### src/rtl/lfsr_checker_sat_counter.sv
// Saturating up-counter with synchronous clear. A clear in the same cycle as
// an increment leaves the count at 1 so that event is not lost.
module sat_counter #(
    parameter int WIDTH = 16
) (
    input  logic             clk,
    input  logic             rst,
    input  logic             inc,
    input  logic             clr,
    output logic [WIDTH-1:0] count
);

    // Count events, hold at all-ones, clear on request.
    always_ff @(posedge clk) begin
        if (!rst) begin
            count <= '0;
        end else if (clr) begin
            count <= {{(WIDTH-1){1'b0}}, inc};
        end else if (inc && (count != {WIDTH{1'b1}})) begin
            count <= count + {{(WIDTH-1){1'b0}}, 1'b1};
        end
    end

endmodule

### config.mk
export PLATFORM = sky130hd
export DESIGN_NAME = sat_counter
export DESIGN_NICKNAME = d
export VERILOG_FILES = /design/src/rtl/lfsr_checker_sat_counter.sv
export SDC_FILE = /design/constraint.sdc
export NUM_CORES = 1
export LEC_CHECK = 0
export CORE_MARGIN = 2
export CORE_UTILIZATION = 51
export DETAILED_ROUTE_END_ITERATION = 8
export HOLD_SLACK_MARGIN = 0.03
export PLACE_DENSITY_LB_ADDON = 0.2
export SETUP_SLACK_MARGIN = 0.2
export SLEW_MARGIN = 20
export SYNTH_ARGS = -nofsm -noshare
export SYNTH_HDL_FRONTEND = slang
export SYNTH_SLANG_ARGS = --single-unit
### constraint.sdc
create_clock -name clk -period 2.7 [get_ports clk]
set_input_delay 0.675 -clock clk [delete_from_list [all_inputs] [get_ports clk]]
set_output_delay 0.675 -clock clk [all_outputs]
set_load 0.01 [all_outputs]
Yosys cells after proc, flatten, opt, wreduce, memory -nomap -nowiden
Cells that the tools add are included.
{"block": "word_totals", "elab_cells": 10, "input_bits": 4, "ff_bits": 16, "output_inout_bits": 16}
{"block": "classes", "reduce_logical": 3, "mux": 2, "bitwise": 1, "n_eq_ne": 1, "add_sub_neg": 1}
{"cell": "$add A16 B1 Y16 const B", "count": 1}
{"cell": "$ne A16 B16 Y1 const B", "count": 1}
{"cell": "$mux W1", "count": 2}
{"cell": "$reduce_bool A2 Y1", "count": 1}
{"cell": "$reduce_or A2 Y1", "count": 1}
{"cell": "$logic_and A1 B1 Y1", "count": 1}
{"cell": "$not A1 Y1", "count": 1}

Depth between registers and ports, before layout
{"block": "depth", "word_depth": 4, "ltp_mapped": 5, "depth_no_buf": 5}

Worst setup path after synthesis
OpenSTA, ideal clock, no wires.
{"block": "synth_timing", "path_type": "input to register", "from": "in inc", "to": "reg count[9]", "required_ps": 2629, "setup_time_ps": 71, "setup_slack_ps": 834, "arrival_time_ps": 1796, "path_stages": 5, "n_path_buf": 1, "path_cell_list": "buf_2 nand3_1 or2_1 or4_1 a21oi_1"}
{"block": "synth_via", "elab_chain_len": 1}
{"element": "start, declared", "line_no": "8", "rtl": "input logic inc,"}
{"element": "$logic_and A1 B1 Y1", "line_no": "19", "rtl": "end else if (inc && (count != {WIDTH{1'b1}})) begin"}
{"element": "end signal, assigned", "line_no": "18", "rtl": "count <= {{(WIDTH-1){1'b0}}, inc};"}
{"element": "end signal, assigned", "line_no": "20", "rtl": "count <= count + {{(WIDTH-1){1'b0}}, 1'b1};"}
{"element": "end, declared", "line_no": "10", "rtl": "output logic [WIDTH-1:0] count"}
Every way passes these cells.
A chain may end at the register's enable or synchronous reset.

Worst setup path after layout
{"block": "layout_timing", "from": "reg count[2]", "to": "out count[2]"}
No word-level cell between the ends.

==> parameters.txt <==
Parameter                              Value

Setup path
  Series of cell instances along the critical path ... clkdlybuf4s50_1
  Data arrival time of the worst path ... between 1 and 1.5 ns
  CP peak stage delay ... about 0.6 ns
  Kind of capture point of the worst setup path ... output port
  Startpoint class of the critical path ... register
  Data required, critical path ... just over 2 ns
  Maximum fanout along the worst path ... 8
  Critical path buffers and inverters ... 1
  Kind of critical path ... register to output port
  Kind of cell adding the most delay to the critical path ... buffers and inverters
  Critical Path Slowest Stage Cell ... sky130_fd_sc_hd__clkdlybuf4s50_1

GRT
  Overall Global Routing Usage ... a little over a fifth
  Pin count of the biggest net entering global routing ... 13
  Number of antenna violations at the first check in global routing ... 0
  First-pass GRT wire length ... ~3.1 mm
  Vias in the first global route ... around 710
  Remaining Overflow, GRT ... 0

STA
  Worst slew margin ... between 50% and 60%
  Final clock period utilization by the worst path ... between 70% and 80%
  Transition time at the pin with the least slew margin ... between 0.6 and 0.7 ns
  Final setup viols ... 0
  TNS Setup ... 0 ns
  Largest clock skew in the final design ... a little under 0.004 ns
  Period minus WS final ... a little over 2 ns
  Maximum clock rate ... a little under 500 MHz
  RSZ-0062 raised after global routing ... false
  Final Max Slew Viols ... 0
  Number of hold-slack violations in the final timing report ... 0

CTS
  Sink count of the clock tree ... 16
  Total of cells resized after clock tree synthesis ... 0
  Buffers inserted during post-CTS setup optimization ... 0
  Clock insertion delay at the later pin of the skew report ... around 0.30 ns
  Clock input transition at the sequential cells of the worst setup and hold paths ... ~0.10 ns
  CTS tree ... yes
  Clock Root Buffer ... sky130_fd_sc_hd__clkbuf_4
  Maximum clock path buffer count ... 2
  Number of buffers inserted during clock tree synthesis ... 3
  H-tree level count ... 1
  Number of hold buffers added after cts ... 0

Yosys
  Main area contributors after synthesis ... sky130_fd_sc_hd__dfxtp_1 39%, sky130_fd_sc_hd__a31oi_1 5.3%, sky130_fd_sc_hd__nand3_1 3.6%
  Count of distinct cell types in the synthesized netlist ... 37
  Post-Syn Area per Cell ... 8.341 µm²
  Number of storage elements in the synthesis netlist ... 16
  Number of nets in the synthesized netlist ... 104
  Sequential cell area fraction in the yosys report ... between 30% and 40%
  Count of flip-flops with a built-in enable after synthesis ... 0
  Cells after Synth ... 99
  Number of warnings issued by yosys ... 0
  Fraction of synthesized cell area taken by the top area cell type ... about two fifths
  Leading area contributor after synthesis ... sky130_fd_sc_hd__dfxtp_1
  Dominant synthesized flop cell ... sky130_fd_sc_hd__dfxtp_1
  Synth async-reset ratio ... 0%
  Area of the mapped netlist ... slightly above 800 µm²

Finish
  Fraction of final layout cells with drive strength greater than 1 ... roughly 7.4%
  Most flop-heavy register ... count
  Fill count ... between 100 and 150
  Biggest regs ... count x16
  Antenna diode count ... 0
  Area grow syn2layout ... 29.70%
  Final cell utilization of the core ... 71.10%
  Largest register FFs ... 16
  Post-layout nets ... ~130
  Number of standard cells in the final layout excluding fillers ... 137

Route
  Iteration-0 DRC count of the detailed router ... 12
  Pre-Repair DR Iteration Count ... 4
  WL/cell ... approximately 14 µm
  Number of vias after detailed routing ... between 800 and 900
  Mean number of vias per cell ... 6.358
  DRC violations left ... 0
  Wire length reported by the detailed router ... around 1.9 mm
  Remaining antenna violation count ... 0

Floorplanning
  Die ar. ... between 1500 and 2000 µm²
  Y dimension of the die ... around 44 µm
  Area of the core ... approximately 1500 µm²
  IO Count ... 20
  Chip Width ... 44.24 µm
  Initial standard-cell utilization of the core ... 54.82%
  Number of rows created at floorplan ... 14

Pwr
  Power Dens Cells ... around 400 nW/µm²
  Lkg Pwr ... 0.3249 nW
  Overall Power ... about 0.43 mW
  Peak supply drop ... ~0.00025 V

Run status
  Status ... complete, no violations

Job
  Max-capacitance violation count ... 0

Worst hold path
  Class of the most critical hold timing path ... register to register

Placement
  Final GP Congestion ... approximately 0.80
  Estimated wirelength of the detail-placed design ... 1.383 mm
  Port Buffers ... 19
  Cell Count Post-Placement ... 133
==> per-layer routing <==
| metal | wire [µm] | track usage, % |
|---|---|---|
| met1 | 888 | 29.37 |
| met4 | 36 | 11.52 |
| met3 | 93 | 3.673 |
| met5 | 0 | 0 |
| met2 | 860 | 32.06 |
==> power breakdown <==
group	leakage [nW]	internal, mW	switching (mW)
Combinational	0.175	0.0125	0.0122
Clock	0.0210	0.0822	0.0846
Sequential	0.129	0.238	0.00313
==> layout make-up <==
type	count	area, µm²	area share (%)
clock buffer	4	36.28	3.388
inverter	3	11.26	1.051
multi-input combinational	78	485.5	45.33
sequential	16	320.3	29.91
tap	16	20.02	1.869
timing repair buffer	20	197.7	18.46
==> synthesized netlist by cell type, types with 3 or more instances <==
library cell,count
sky130_fd_sc_hd__nand4_1,4
sky130_fd_sc_hd__a21oi_1,5
sky130_fd_sc_hd__nand3_1,6
sky130_fd_sc_hd__and3_1,3
sky130_fd_sc_hd__o21ai_0,6
sky130_fd_sc_hd__nor2_1,6
sky130_fd_sc_hd__dfxtp_1,16
sky130_fd_sc_hd__nand2_1,8
sky130_fd_sc_hd__nor3_1,3
sky130_fd_sc_hd__a211oi_1,3
sky130_fd_sc_hd__inv_1,3
sky130_fd_sc_hd__a31oi_1,7
==> through the flow <==
stage	instance area [µm²]	hold slack (ns)	setup WS (ns)
after floorplan	825.8	0.5102	0.8337
after global placement	1035	0.4864	0.4330
after detailed placement	1035	0.5103	0.4104
after CTS	1071	0.5229	0.6597
after global routing	1071	0.5644	0.6038
final	1071	0.5303	0.6586
==> path summary, 6_finish.rpt <==
check        startpoint   endpoint  slack, ns  cells past startpoint
max            count[2]   count[2]       0.66                      1
min            count[5]   count[5]       0.53                      1
max reg2reg    count[9]  count[14]       0.96                      4
min reg2reg    count[5]   count[5]       0.53                      1
==> cells by family after synthesis <==
group / after synthesis / synth area share, %
simple gates: 46 / 32.43
compound gates: 30 / 23.49
flops: 16 / 38.79
buf+inv: 5 / 2.423
mux: 1 / 1.364
fa+ha+maj: 1 / 1.515
==> cells in the final DEF (no fill, tap or decap), types with 2 or more instances in the layout <==
cell and instances:
sky130_fd_sc_hd__a211oi_1 3, sky130_fd_sc_hd__a21oi_1 5, sky130_fd_sc_hd__a31oi_1 7, sky130_fd_sc_hd__and3_1 3
sky130_fd_sc_hd__clkbuf_4 3, sky130_fd_sc_hd__clkdlybuf4s50_1 19, sky130_fd_sc_hd__dfxtp_1 16, sky130_fd_sc_hd__inv_1 3
sky130_fd_sc_hd__nand2_1 8, sky130_fd_sc_hd__nand3_1 6, sky130_fd_sc_hd__nand4_1 4, sky130_fd_sc_hd__nor2_1 6
sky130_fd_sc_hd__nor3_1 3, sky130_fd_sc_hd__nor4_1 2, sky130_fd_sc_hd__o21ai_0 6, sky130_fd_sc_hd__o311ai_1 2
sky130_fd_sc_hd__o41ai_1 2, sky130_fd_sc_hd__or3_1 2
Note: power is estimated with default switching activity, not from simulation.
